## src/rtl/entry_alloc_pkg.sv

```systemverilog
// Default pool geometry for the entry allocator, shared with requesters that
// size their tag fields from it.
package entry_alloc_pkg;

  localparam int ENTSEL_DEF = 2;
  localparam int ENTNUM_DEF = 4;

endpackage

```

## src/rtl/entry_alloc_prio_search.sv

```systemverilog
// Lowest-index set-bit search: combinational, returns index and an enable.
// The index is 0 whenever no bit is set.
module prio_search
  import entry_alloc_pkg::*;
#(
  parameter int W  = ENTNUM_DEF,
  parameter int IW = ENTSEL_DEF
) (
  input  logic [W-1:0]  req,
  output logic [IW-1:0] idx,
  output logic          en
);

  // Scan from the top down so the lowest set bit is the last assignment.
  always_comb begin
    idx = '0;
    en  = 1'b0;
    for (int i = W - 1; i >= 0; i--) begin
      if (req[i]) begin
        idx = IW'(i);
        en  = 1'b1;
      end
    end
  end

endmodule

```

## src/rtl/entry_alloc.sv

```systemverilog
// Entry allocator: registered busy vector and occupancy count, lowest-free
// grant via prio_search, and a release port with illegal-free detection.
module entry_alloc
  import entry_alloc_pkg::*;
#(
  parameter int ENTSEL = ENTSEL_DEF,
  parameter int ENTNUM = ENTNUM_DEF
) (
  input  logic              clk,
  input  logic              rst,
  input  logic              alloc_req,
  output logic              alloc_vld,
  output logic [ENTSEL-1:0] alloc_idx,
  input  logic              free_vld,
  input  logic [ENTSEL-1:0] free_idx,
  output logic [ENTNUM-1:0] busy,
  output logic [ENTSEL:0]   count,
  output logic              full,
  output logic              empty,
  output logic              err_free
);

  localparam int              PAD      = 1 << ENTSEL;
  localparam logic [ENTSEL:0] FULL_CNT = (ENTSEL + 1)'(ENTNUM);
  localparam logic [ENTSEL:0] CNT_ONE  = (ENTSEL + 1)'(1);

  logic              fire;
  logic              free_legal;
  logic [PAD-1:0]    busy_ext;
  logic [PAD-1:0]    set_ext;
  logic [PAD-1:0]    clr_ext;
  logic [ENTNUM-1:0] busy_nxt;

  prio_search #(
    .W  (ENTNUM),
    .IW (ENTSEL)
  ) u_search (
    .req (~busy),
    .idx (alloc_idx),
    .en  (alloc_vld)
  );

  // Indices at or above ENTNUM read as not-busy through the padded copy, so a
  // single bit lookup covers both the range check and the busy check.
  assign busy_ext   = PAD'(busy);
  assign free_legal = free_vld && busy_ext[free_idx];
  assign fire       = alloc_req && alloc_vld;

  assign set_ext  = fire       ? (PAD'(1) << alloc_idx) : '0;
  assign clr_ext  = free_legal ? (PAD'(1) << free_idx)  : '0;
  assign busy_nxt = (busy | set_ext[ENTNUM-1:0]) & ~clr_ext[ENTNUM-1:0];

  always_ff @(posedge clk or posedge rst) begin
    if (rst) begin
      busy     <= '0;
      count    <= '0;
      err_free <= 1'b0;
    end else begin
      busy     <= busy_nxt;
      err_free <= free_vld && !free_legal;
      case ({fire, free_legal})
        2'b10:   count <= count + CNT_ONE;
        2'b01:   count <= count - CNT_ONE;
        default: count <= count;
      endcase
    end
  end

  assign full  = (count == FULL_CNT);
  assign empty = (count == '0);

endmodule

```

## config.mk

```make
export PLATFORM = sky130hd
export DESIGN_NAME = entry_alloc
export DESIGN_NICKNAME = d
export VERILOG_FILES = /design/src/rtl/entry_alloc_pkg.sv /design/src/rtl/entry_alloc_prio_search.sv /design/src/rtl/entry_alloc.sv
export SDC_FILE = /design/constraint.sdc
export NUM_CORES = 1
export LEC_CHECK = 0
export CAP_MARGIN = 20
export CELL_PAD_IN_SITES_DETAIL_PLACEMENT = 0
export CELL_PAD_IN_SITES_GLOBAL_PLACEMENT = 1
export CORE_MARGIN = 2
export CORE_UTILIZATION = 29
export CTS_CLUSTER_DIAMETER = 40
export DETAILED_ROUTE_END_ITERATION = 8
export PLACE_DENSITY = 0.81
export RECOVER_POWER = 50
export REMOVE_ABC_BUFFERS = 1
export SLEW_MARGIN = 30
export SYNTH_ARGS = -nofsm -noshare
export SYNTH_HDL_FRONTEND = slang
export SYNTH_SLANG_ARGS = --single-unit
```

## constraint.sdc

```tcl
create_clock -name clk -period 2.35 [get_ports clk]
set_input_delay 0.235 -clock clk [delete_from_list [all_inputs] [get_ports clk]]
set_output_delay 0.235 -clock clk [all_outputs]
set_load 0.02 [all_outputs]
```

==> impl_metrics.py <==
metrics = {
    "clocking": {
        "clock_latency_ns": 0.25,
        "cts_sinks": 8,
        "cts_buffers": 3,
        "cts_tree": "built",
        "post_cts_buffers": 0,
        "holdBufCountCts": 0,
        "cts_root_buf": "clkbuf_4",
        "cts.clk_slew.worst_paths_ns": 0.05,
        "cts_max_level": 1,
        "clockBufferDepth": 2,
        "cts_repair_resize_count": 0,
    },
    "yosys": {
        "yosys_register_bits": 8,
        "synth.most_common_cell": "dfrtp_1",
        "ys_types": 21,
        "synth_common_cells": "8 x dfrtp_1, 5 x inv_1, 3 x a31oi_1, 3 x a41oi_1",
        "synth_flop_cell": "dfrtp_1",
        "synthArstFlopShare": 1.000,
        "avgSynthCellArea_um2": 10.77,
        "syn_area_um2": 441.7,
        "synth-edff-count": 0,
        "synth_top_area_frac": 0.4533,
        "synth_warnings": 0,
        "seq_area_frac_synth": 0.4533,
        "synthCells": 41,
        "yosys.area.top_type": "dfrtp_1",
        "ys_top_cells_by_area": "dfrtp_1 45%, a41oi_1 5.9%, mux4_2 5.1%",
    },
    "routing": {
        "wl_um": 969,
        "first_pass_iters": 1,
        "drtIter0Drc": 0,
        "wl_per_cell_um": 11.82,
        "drt-vias-per-instance": 4.915,
        "drt.antenna.violating_nets": 0,
        "vias": 403,
        "drc": 0,
    },
    "die": {
        "start_util": 0.3002,
        "std_cell_rows": 14,
        "die_h_um": 43.03,
        "ioPinCount": 19,
        "core_um2": 1471,
        "die_w_um": 43.03,
        "dieArea_um2": 1851,
    },
    "final_layout": {
        "post_layout_nonfiller_instances": 82,
        "antenna_cells": 0,
        "finish.instance_area_um2": 686.9,
        "fin_nets": 76,
        "area_growth_pct": 55.52,
        "drive_above_1_share": 0.1212,
    },
    "critical_path": {
        "critPathRequiredTime_ns": 2.49,
        "worstSetupPathType": "primary input to flip-flop",
        "crit_arrival_ns": 2.23,
        "cp_max_fo": 2,
        "startpoint_type": "primary input",
        "endpoint_kind": "flip-flop",
    },
    "timing": {
        "worst_pin_slew_ns": 0.3764,
        "fin_crit_sh": 0.8919,
        "final-hold-violation-count": 0,
        "finalSetupViolations": 0,
        "max_clock_freq_mhz": 477.1,
        "relSlewSlack": 0.7490,
        "finClkSkew_ns": 0.0001650,
        "rsz0062_at_grt": "false",
        "final.setup.tns_ns": 0,
        "maxSlewViolCount": 0,
        "period_needed_ns": 2.096,
        "holdWs_ns": 0.3722,
    },
    "grt": {
        "grt_start_max_net_pins": 10,
        "grt_usage": 0.1327,
        "grt_pass1_vias": 423,
        "overflow": 0,
        "grt_first_pass_wirelength_um": 1766,
        "antenna_found_initial": 0,
    },
    "power": {
        "p_int_mw": 0.4466,
        "combPwrFrac": 0.551,
        "p_sw_mw": 0.2882,
        "p_sw_frac": 0.3923,
        "power_density_nw_per_um2": 1070,
        "max-vdd-ir-drop_v": 0.0003791,
        "power_frac_seq": 0.308,
        "p_leak_nw": 0.3008,
        "power_frac_clock": 0.141,
    },
    "placed_design": {
        "place.port_buffers": 18,
        "place.gp.congestion": 0.7090,
        "dpl.hpwl_um": 777.5,
        "dp_cells": 79,
        "place_area_um2": 668.1,
    },
    "run": {
        "maxCapViolations": 0,
    },
    "status": {
        "status": "finished, final reports clean",
    },
    "worst_hold_path": {
        "hold_path.class": "primary input to asynchronous set/reset pin",
    },
}
sequential cells by signal (all words and copies together), names as in the netlist:
signal,flops
busy,4
count,3
err_free,1
cells in the final DEF (no fill, tap or decap), types with 3 or more instances in the layout:
cell	instances
dfrtp_1	8
buf_4	4
a31oi_1	3
inv_1	5
clkbuf_4	3
clkdlybuf4s50_1	16
a41oi_1	3
power by group through the flow:
stage | Sequential, mW | Combinational (mW) | Clock, mW
6_report | 0.226 | 0.405 | 0.104
4_1_cts | 0.229 | 0.412 | 0.108
3_3_place_gp | 0.228 | 0.407 | 0
3_5_place_dp | 0.231 | 0.410 | 0
5_1_grt | 0.237 | 0.444 | 0.116
2_1_floorplan | 0.276 | 0.173 | 0
logic make-up (layout without fill, tap and decap cells):
kind of cell               count (synthesis)  count (layout)  share of synthesized area
and+or+nand+nor                           11              11                     0.1303
adders and majority gates                  2               2                    0.07365
AOI/OAI and AO/OA                          9               9                     0.1417
buffers and inverters                      6              31                    0.06799
muxes                                      2               2                    0.07365
xor gates and xnor gates                   3               3                    0.05950
DFF                                        8               8                     0.4533
routing by layer:
| metal | wire [um] | track usage | share of wire | vias up |
|---|---|---|---|---|
| li1 | - | - | - | 195 |
| met1 | 383 | 0.1376 | 0.40 | 193 |
| met2 | 511 | 0.2364 | 0.53 | 15 |
| met3 | 74 | 0.08936 | 0.076 | 0 |
| met4 | 0 | 0 | 0 | 0 |
| met5 | 0 | 0 | 0 | - |
layout make-up:
type,count,area [um^2]
fill,157,784.5
timing repair buffer,23,214.0
multi-input combinational,27,211.5
sequential,8,200.2
clock buffer,3,22.52
tap,16,20.02
inverter,5,18.77
critical path, stage by stage:
cell,delay [ns]
clkdlybuf4s50_1,0.53
mux4_2,0.53
and2_1,0.17
ha_1,0.19
inv_1,0.07
fa_1,0.17
xor2_1,0.14
nor2_1,0.06
xor2_1,0.13
worst paths after layout:
path | slack, ns | from | depth (start not counted) | end
worst max-delay path | 0.25 | free_idx[1] | 9 | count[2]
worst min-delay path | 0.37 | rst | 2 | err_free
worst max register to register | 0.34 | busy[3] | 8 | count[2]
worst min register to register | 0.52 | count[2] | 1 | count[2]
max in group asynchronous | 1.75 | rst | 2 | busy[1]
min in group clk | 0.52 | count[2] | 1 | count[2]
stage by stage:
step / power, mW / utilization / worst slack [ns]
after detailed placement: 0.6407 / 0.4541 / -0.03306
final: 0.7348 / 0.4668 / 0.2540
after global routing: 0.7969 / 0.4668 / 0.09625
after global placement: 0.6351 / 0.4541 / 0.02444
after CTS: 0.7481 / 0.4694 / 0.2419
after floorplan: 0.4495 / - / 0.2862
Note: power is estimated with default switching activity, not from simulation.
